**config.mk**
```make
export PLATFORM = sky130hd
export DESIGN_NAME = mul_div_seq
export DESIGN_NICKNAME = d
export VERILOG_FILES = /design/src/rtl/mul_div_seq.sv
export SDC_FILE = /design/constraint.sdc
export NUM_CORES = 1
export LEC_CHECK = 0
export CORE_MARGIN = 1
export CORE_UTILIZATION = 52
export CTS_CLUSTER_DIAMETER = 60
export DETAILED_ROUTE_END_ITERATION = 8
export PLACE_DENSITY = 0.78
export SYNTH_ARGS = -nofsm -noshare
export SYNTH_HDL_FRONTEND = slang
export SYNTH_SLANG_ARGS = --single-unit
```
**constraint.sdc**
```tcl
create_clock -name clk -period 12.6 [get_ports clk]
set_input_delay 1.89 -clock clk [delete_from_list [all_inputs] [get_ports clk]]
set_output_delay 1.89 -clock clk [all_outputs]
set_load 0.05 [all_outputs]
```
**src/rtl/mul_div_seq.sv**
```systemverilog
// mul_div_seq - sequential signed multiply / divide unit feeding Z_High/Z_Low.
//
// Operand a comes from the Y register, operand b from the bus. A start pulse
// in IDLE latches both operands and the opcode. The unit then iterates one
// bit per clock for WIDTH cycles, applies a sign fix-up and pulses done for
// one cycle. A divide by zero skips the iterations and reports immediately.
//
// Ports:
//   clk          system clock, rising edge
//   clr          synchronous active-low reset, clears all state
//   start        request pulse, honoured only in IDLE
//   op           0 = signed multiply, 1 = signed divide
//   a            multiplicand / dividend
//   b            multiplier / divisor
//   busy         high while iterating or fixing up the result
//   done         one-cycle pulse, result valid
//   div_by_zero  valid with done, set for a divide with b = 0
//   c_data_out   multiply: {hi, lo} product; divide: {remainder, quotient}
module mul_div_seq #(
  parameter int WIDTH = 32
) (
  input  logic               clk,
  input  logic               clr,
  input  logic               start,
  input  logic               op,
  input  logic [WIDTH-1:0]   a,
  input  logic [WIDTH-1:0]   b,
  output logic               busy,
  output logic               done,
  output logic               div_by_zero,
  output logic [2*WIDTH-1:0] c_data_out
);

  localparam int CW = $clog2(WIDTH);

  typedef enum logic [1:0] {S_IDLE, S_CALC, S_FIX, S_DONE} state_t;

  state_t state_reg, state_next;

  logic [CW-1:0]      cnt_reg;
  logic               op_reg;
  // acc_reg: Booth accumulator (one guard bit) or division partial remainder.
  // lo_reg:  Booth multiplier / product low half, or dividend / quotient.
  // opnd_reg: multiplicand, or divisor magnitude.
  logic [WIDTH:0]     acc_reg;
  logic [WIDTH-1:0]   lo_reg;
  logic               q1_reg;
  logic [WIDTH-1:0]   opnd_reg;
  logic               neg_q_reg;
  logic               neg_r_reg;
  logic               dbz_reg;
  logic [2*WIDTH-1:0] c_data_reg;

  logic               div_zero_now;
  logic [WIDTH-1:0]   a_mag, b_mag;
  logic [WIDTH:0]     booth_sum;
  logic [2*WIDTH+1:0] booth_shift;
  logic [WIDTH:0]     div_shift, div_diff;
  logic               div_ge;
  logic [WIDTH-1:0]   quo_fix, rem_fix;

  assign div_zero_now = op && (b == '0);

  // ---------------- state register ----------------
  always_ff @(posedge clk) begin
    if (!clr) state_reg <= S_IDLE;
    else      state_reg <= state_next;
  end

  // ---------------- next-state logic ----------------
  always_comb begin
    state_next = state_reg;
    case (state_reg)
      S_IDLE:  if (start) state_next = div_zero_now ? S_DONE : S_CALC;
      S_CALC:  if (cnt_reg == CW'(WIDTH - 1)) state_next = S_FIX;
      S_FIX:   state_next = S_DONE;
      S_DONE:  state_next = S_IDLE;
      default: state_next = S_IDLE;
    endcase
  end

  // ---------------- outputs (decoded from the state register) ----------------
  always_comb begin
    busy = 1'b0;
    done = 1'b0;
    case (state_reg)
      S_CALC, S_FIX: busy = 1'b1;
      S_DONE:        done = 1'b1;
      default:       ;
    endcase
  end

  assign div_by_zero = dbz_reg;
  assign c_data_out  = c_data_reg;

  // ---------------- datapath helpers ----------------
  always_comb begin
    // The magnitude of -2^(WIDTH-1) wraps to itself, which is the correct
    // unsigned value for the restoring divider.
    a_mag = a[WIDTH-1] ? -a : a;
    b_mag = b[WIDTH-1] ? -b : b;

    // Booth step: inspect {multiplier lsb, previous lsb}, add/subtract the
    // sign-extended multiplicand, then shift the whole register right.
    booth_sum = acc_reg;
    case ({lo_reg[0], q1_reg})
      2'b01:   booth_sum = acc_reg + {opnd_reg[WIDTH-1], opnd_reg};
      2'b10:   booth_sum = acc_reg - {opnd_reg[WIDTH-1], opnd_reg};
      default: ;
    endcase
    booth_shift = {booth_sum[WIDTH], booth_sum, lo_reg};

    // Restoring step: bring in the next dividend bit, subtract if it fits.
    div_shift = {acc_reg[WIDTH-1:0], lo_reg[WIDTH-1]};
    div_diff  = div_shift - {1'b0, opnd_reg};
    div_ge    = (div_shift >= {1'b0, opnd_reg});

    // Truncating division: quotient sign = sign(a)^sign(b), remainder
    // follows the dividend. -2^31 / -1 lands on 0x80000000 without help.
    quo_fix = neg_q_reg ? -lo_reg : lo_reg;
    rem_fix = neg_r_reg ? -acc_reg[WIDTH-1:0] : acc_reg[WIDTH-1:0];
  end

  // ---------------- datapath registers ----------------
  always_ff @(posedge clk) begin
    if (!clr) begin
      cnt_reg    <= '0;
      op_reg     <= 1'b0;
      acc_reg    <= '0;
      lo_reg     <= '0;
      q1_reg     <= 1'b0;
      opnd_reg   <= '0;
      neg_q_reg  <= 1'b0;
      neg_r_reg  <= 1'b0;
      dbz_reg    <= 1'b0;
      c_data_reg <= '0;
    end else begin
      case (state_reg)
        S_IDLE: begin
          if (start) begin
            op_reg  <= op;
            cnt_reg <= '0;
            dbz_reg <= div_zero_now;
            acc_reg <= '0;
            q1_reg  <= 1'b0;
            if (div_zero_now) begin
              c_data_reg <= {a, {WIDTH{1'b1}}};
            end else if (op) begin
              lo_reg    <= a_mag;
              opnd_reg  <= b_mag;
              neg_q_reg <= a[WIDTH-1] ^ b[WIDTH-1];
              neg_r_reg <= a[WIDTH-1];
            end else begin
              lo_reg   <= b;
              opnd_reg <= a;
            end
          end
        end
        S_CALC: begin
          cnt_reg <= cnt_reg + CW'(1);
          if (op_reg) begin
            acc_reg <= div_ge ? div_diff : div_shift;
            lo_reg  <= {lo_reg[WIDTH-2:0], div_ge};
          end else begin
            acc_reg <= booth_shift[2*WIDTH+1:WIDTH+1];
            lo_reg  <= booth_shift[WIDTH:1];
            q1_reg  <= booth_shift[0];
          end
        end
        S_FIX: begin
          if (op_reg) c_data_reg <= {rem_fix, quo_fix};
          else        c_data_reg <= {acc_reg[WIDTH-1:0], lo_reg};
        end
        default: ;
      endcase
    end
  end

endmodule

```
==> impl_metrics.json, run 1 <==
{
  "status": "finished, final reports clean",
  "ir_worst_vdd_v": 0.0001309,
  "hold_buffers": 0,
  "grt_max_degree": 133,
  "post_cts_buffers": 0,
  "timing.setup.tns_ns": 0,
  "grt.total_usage": 0.3281,
  "sw_frac_of_total": 0.5240,
  "synth.most_common_cell": "nand2_1",
  "crit_chain": "clkdlybuf4s50_1 -> or4_4 -> or4_1 -> or2_0 -> or3_4 -> nor3_4 -> nand2_2 -> nand3_2 -> nand2_1 -> o311ai_0 -> a21boi_0",
  "power_frac_comb": 0.636,
  "clk_latency_ns": 0.45,
  "netSwitchingPower_uw": 2093,
  "die_area_um2": 29740,
  "drcViolationCount": 0,
  "fin_crit_ns": 5.513,
  "crit_family": "simple AND/OR/NAND/NOR gates",
  "yosysWarnings": 0,
  "dr.pass1.iters": 7,
  "crit_type": "in -> reg",
  "min_period_over_period": 0.4376,
  "worst_slew_pin_slew_ns": 1.178,
  "dp_hpwl_mm": 35.47,
  "maxCapViolations": 0,
  "largest_reg_flops": 64,
  "synth_seq_cells": 173,
  "cts_tree": "yes",
  "die_h_um": 172.5,
  "num_vias": 15493,
  "arrival_ns": 5.83,
  "final_hold_viol_count": 0,
  "finalMaxSlewViolations": 0,
  "synth_common_cells": "263 x nand2_1, 186 x a21oi_1, 173 x dfxtp_1",
  "cpPeakStageDelay_ns": 0.61,
  "antenna_left": 0,
  "multi_input_area_um2": 10780,
  "p_int_uw": 1902,
  "setup_viol": 0,
  "syn_nets": 2172,
  "synthArstFlopShare": 0,
  "seq_area_um2": 3467,
  "synth_ff_type": "dfxtp_1",
  "drt_iter0_markers": 1646,
  "ys_seq_area_frac": 0.2292,
  "cts.path.max_buffers": 2,
  "die_x_um": 172.5,
  "p_leak_uw": 0.006285,
  "setup.worst_path.start_class": "primary input",
  "p_per_area_nw_per_um2": 233.6,
  "post_cts_resized": 0,
  "yosys.cell_types.count": 76,
  "syn_area_um2": 15110,
  "grt_pass1_wl_mm": 76.77,
  "wl_mm": 48.29,
  "route.detailed.wl_per_inst_um": 19.69,
  "synth.top_cell.area_share": 0.2292,
  "syn_area_per_cell_um2": 7.458,
  "slowest_stage": "or4_4",
  "antenna_found_initial": 0,
  "row_count": 62,
  "n_antenna_cell": 0,
  "cts_buffers": 17,
  "crit_fanout": 31,
  "seq_power_share": 0.223,
  "boundaryPins": 135,
  "cp-end-kind": "flip-flop",
  "area_delta_synth_final_pct": 13.18,
  "start_util": 0.5278,
  "drive_gt1_frac": 0.04545,
  "clock_sinks": 173,
  "rsz0062_at_grt": "no",
  "port_buffers": 134,
  "grt-ovfl-total": 0,
  "core_um2": 28630,
  "critical_path_required_ns": 12.92,
  "htreeDepth": 4,
  "path_clk_slew_ns": 0.08,
  "max_freq_mhz": 181.4,
  "finClkSkew_ns": 0.01654,
  "synth_edf_count": 0,
  "grt_pass1_vias": 14366,
  "vias_per_cell": 6.319,
  "postLayoutCoreUtil": 0.5974,
  "rrSetupSlack_ns": 7.28,
  "hp-class": "reg -> reg",
  "gp_congestion": 0.9713,
  "relSlewSlack": 0.2126,
  "yosys.area.top_type": "dfxtp_1",
  "crit_buf_inv": 1,
  "root_buffer": "clkbuf_16",
  "nets": 2201,
  "synthCells": 2026,
  "n_fill_cell": 2556,
  "clkPwrFrac": 0.141,
  "ys_top_cells_by_area": "dfxtp_1 23%, nand2_1 6.5%, ha_1 6.3%, a21oi_1 6.2%, xor2_1 5.9%"
}
[logic make-up after synthesis]
logic type                 count (synthesis)  share of synthesized area
muxes                                     41                    0.02749
and+or+nand+nor                          620                     0.1926
DFF                                      173                     0.2292
buffers and inverters                    219                    0.05896
xor gates and xnor gates                 203                     0.1177
adders and majority gates                 78                    0.06558
AOI/OAI and AO/OA                        692                     0.3085
[layout make-up]
type                    count  share of cell area
multi-input cells        1634              0.6302
inverters                  77             0.01690
repair buffers            152             0.08604
clock buffers              17             0.02488
flip-flops and latches    173              0.2027
well taps                 384             0.02809
clock inverters            15             0.01112
[stage by stage]
| stage | total power [uW] | area, um^2 | hold slack (ns) | setup slack [ns] | std cells |
|---|---|---|---|---|---|
| 2_1_floorplan | 2741 | 15110 | 0.4531 | 8.105 | 2026 |
| 3_3_place_gp | 3325 | 16490 | 0.4428 | 6.811 | 2420 |
| 3_5_place_dp | 3376 | 16490 | 0.4440 | 6.688 | 2420 |
| 4_1_cts | 3943 | 17100 | 0.4545 | 7.146 | 2452 |
| 5_1_grt | 4258 | 17100 | 0.4779 | 6.829 | 2452 |
| 6_report | 3995 | 17100 | 0.4540 | 7.087 | 2452 |
[power by group through the flow]
stage | clock [uW] | combinational, uW | sequential [uW]
floorplan | 0 | 1810 | 933
global placement | 0 | 2440 | 888
detailed placement | 0 | 2480 | 891
CTS | 561 | 2500 | 881
global route | 585 | 2770 | 904
finish | 563 | 2540 | 892
[layout by cell type, fill, tap and decap left out, types with 20 or more instances in the layout]
cell type and count:
nand2_1 263, a21oi_1 186, dfxtp_1 172, clkdlybuf4s50_1 132, nor2_1 129, o211ai_1 113
xor2_1 102, xnor2_1 101, o21ai_0 98, inv_1 77, ha_1 73, nor2b_1 47
a21boi_1 38, mux2i_1 37, a211oi_1 35, o31ai_1 32, nand3_1 30, a31oi_1 29
a21boi_0 28, nor3_1 27, a32o_1 25, a21o_1 20, buf_4 20
[final timing paths]
| kind | start | endpoint | depth (start not counted) |
|---|---|---|---|
| max | b[22] | lo_reg[31] | 11 |
| min | c_data_out[42] | c_data_out[42] | 2 |
| max reg2reg | q1_reg | acc_reg[31] | 16 |
| min reg2reg | c_data_out[42] | c_data_out[42] | 2 |
[metal layers]
layer,GRT usage,part of all wire,vias to the layer above
met5,0,0,-
met4,0.1604,0.040,0
met3,0.05127,0.089,120
met2,0.5196,0.46,765
met1,0.4328,0.41,7240
li1,-,-,7368
[worst min-delay path, cell delays in order, from the launching register on]
cell	delay (ns)
dfxtp_1	0.32
nand2_1	0.05
a21boi_1	0.05
No activity file was read; power rests on OpenSTA's default activity.
==> run 2: changes to the inputs <==
- clock period: 12.6 -> 5.6 ns (I/O delays scaled with it)
==> impl_metrics.json, run 2 (synthesis gave the netlist of run 1 again) <==
{
  "boundaryPins": 135,
  "post_cts_resized": 0,
  "port_buffers": 134,
  "dr.pass1.iters": 6,
  "vias_per_cell": 6.255,
  "status": "finished, final reports clean",
  "root_buffer": "clkbuf_16",
  "maxCapViolations": 0,
  "route.detailed.wl_per_inst_um": 19.67,
  "power_uw": 9004,
  "htreeDepth": 4,
  "final_common_cell": "nand2_1",
  "antenna_found_initial": 0,
  "crit_type": "reg -> reg",
  "crit_chain": "nor3_1 -> and3_1 -> nor4b_1 -> buf_4 -> and2_1 -> nor2_1 -> xnor2_1 -> ha_1 -> a21o_1 -> a2111oi_0 -> o31ai_1 -> a2111oi_0 -> o31ai_1 -> o31ai_1 -> xnor2_1 -> nand2b_1 -> xor2_1 -> a311oi_1",
  "min_period_over_period": 0.8792,
  "crit_fanout": 6,
  "rsz0062_at_grt": "no",
  "clkPwrFrac": 0.139,
  "die_x_um": 172.5,
  "ir_worst_vdd_v": 0.0002723,
  "seq_power_share": 0.222,
  "arrival_ns": 5.28,
  "p_int_uw": 4330,
  "path_common_cell": "o31ai_1",
  "max_freq_mhz": 203.1,
  "path_clk_slew_ns": 0.08,
  "die_area_um2": 29740,
  "final_hold_viol_count": 0,
  "hold_buffers": 0,
  "drcViolationCount": 0,
  "start_util": 0.5278,
  "post_cts_buffers": 0,
  "n_fill_cell": 2607,
  "worst_slew_pin_slew_ns": 1.126,
  "finClkSkew_ns": 0.02034,
  "finalMaxSlewViolations": 0,
  "clk_latency_ns": 0.45,
  "grt_max_degree": 108,
  "fin_crit_ns": 4.923,
  "grt.total_usage": 0.3267,
  "final_cell_mix": "263 x nand2_1, 186 x a21oi_1, 172 x dfxtp_1, 132 x clkdlybuf4s50_1, 129 x nor2_1",
  "drive_gt1_frac": 0.04870,
  "power_frac_comb": 0.640,
  "holdWs_ns": 0.4537,
  "die_h_um": 172.5,
  "gp_congestion": 0.9782,
  "wl_mm": 48.36,
  "timing.setup.tns_ns": 0,
  "cts.path.max_buffers": 2,
  "relSlewSlack": 0.2480,
  "num_vias": 15374,
  "grt_pass1_vias": 14140,
  "p_per_area_nw_per_um2": 524.9,
  "area_delta_synth_final_pct": 13.53,
  "antenna_left": 0,
  "setup_viol": 0,
  "largest_reg_flops": 64,
  "cts_buffers": 17,
  "core_um2": 28630,
  "sw_frac_of_total": 0.5191,
  "row_count": 62,
  "cp-end-kind": "flip-flop",
  "n_antenna_cell": 0,
  "p_leak_uw": 0.006323,
  "slowest_stage": "a2111oi_0",
  "cpPeakStageDelay_ns": 0.58,
  "clock_sinks": 173,
  "grt_pass1_wl_mm": 76.09,
  "netSwitchingPower_uw": 4674,
  "setup.worst_path.start_class": "flip-flop",
  "nets": 2207,
  "grt-ovfl-total": 0,
  "critical_path_required_ns": 5.95,
  "cts_tree": "yes",
  "dp_hpwl_mm": 35.86,
  "hp-class": "reg -> reg",
  "drt_iter0_markers": 1667
}
-- run 2: worst paths after layout --
path                                startpoint              to  slack, ns  cells past startpoint
worst max register to register     opnd_reg[2]     acc_reg[31]       0.68                     18
worst max-delay path               opnd_reg[2]     acc_reg[31]       0.68                     18
worst min register to register  c_data_out[36]  c_data_out[36]       0.45                      2
worst min-delay path            c_data_out[36]  c_data_out[36]       0.45                      2
-- run 2: through the flow --
stage / util / instances / setup slack, ns / area, um^2
finish: 0.5993 / 2458 / 0.6767 / 17150
global route: 0.5993 / 2458 / 0.2987 / 17150
CTS: 0.5993 / 2458 / 0.7188 / 17150
detailed placement: 0.5780 / 2426 / 0.7619 / 16540
global placement: 0.5780 / 2426 / 0.8600 / 16540
floorplan: - / 2026 / 1.320 / 15110
-- run 2: per-layer routing --
metal,vias up,part of all wire,track usage,wire length (um)
met5,-,0,0,0
met4,0,0.030,0.1166,1467
met3,87,0.091,0.04875,4420
met2,682,0.46,0.5259,22040
met1,7220,0.42,0.4410,20430
li1,7385,-,-,-
-- run 2: final cells by class --
type	instances	area [um^2]	share of cell area
repair buffers	158	1529	0.08913
inverters	77	289.0	0.01685
well taps	384	480.5	0.02801
clock buffers	17	425.4	0.02480
multi-input cells	1634	10780	0.6284
clock inverters	15	183.9	0.01072
flip-flops and latches	173	3467	0.2021
-- run 2: critical path, delay by kind of cell, from the launching register on --
family                   cells  cell delay, ns
flip-flops                   1            0.34
buffers and inverters        1            0.20
XOR/XNOR                     3            0.44
AND/OR/NAND/NOR              6            1.28
AO/OA/AOI/OAI                7            2.19
adder cells (fa/ha/maj)      1            0.37
-- run 2: power by group through the flow --
stage	clock network, uW	logic, uW	registers [uW]
floorplan	0	4070	2100
global placement	0	5550	1990
detailed placement	0	5630	2000
CTS	1240	5670	1980
global route	1300	6280	2030
finish	1250	5760	2000
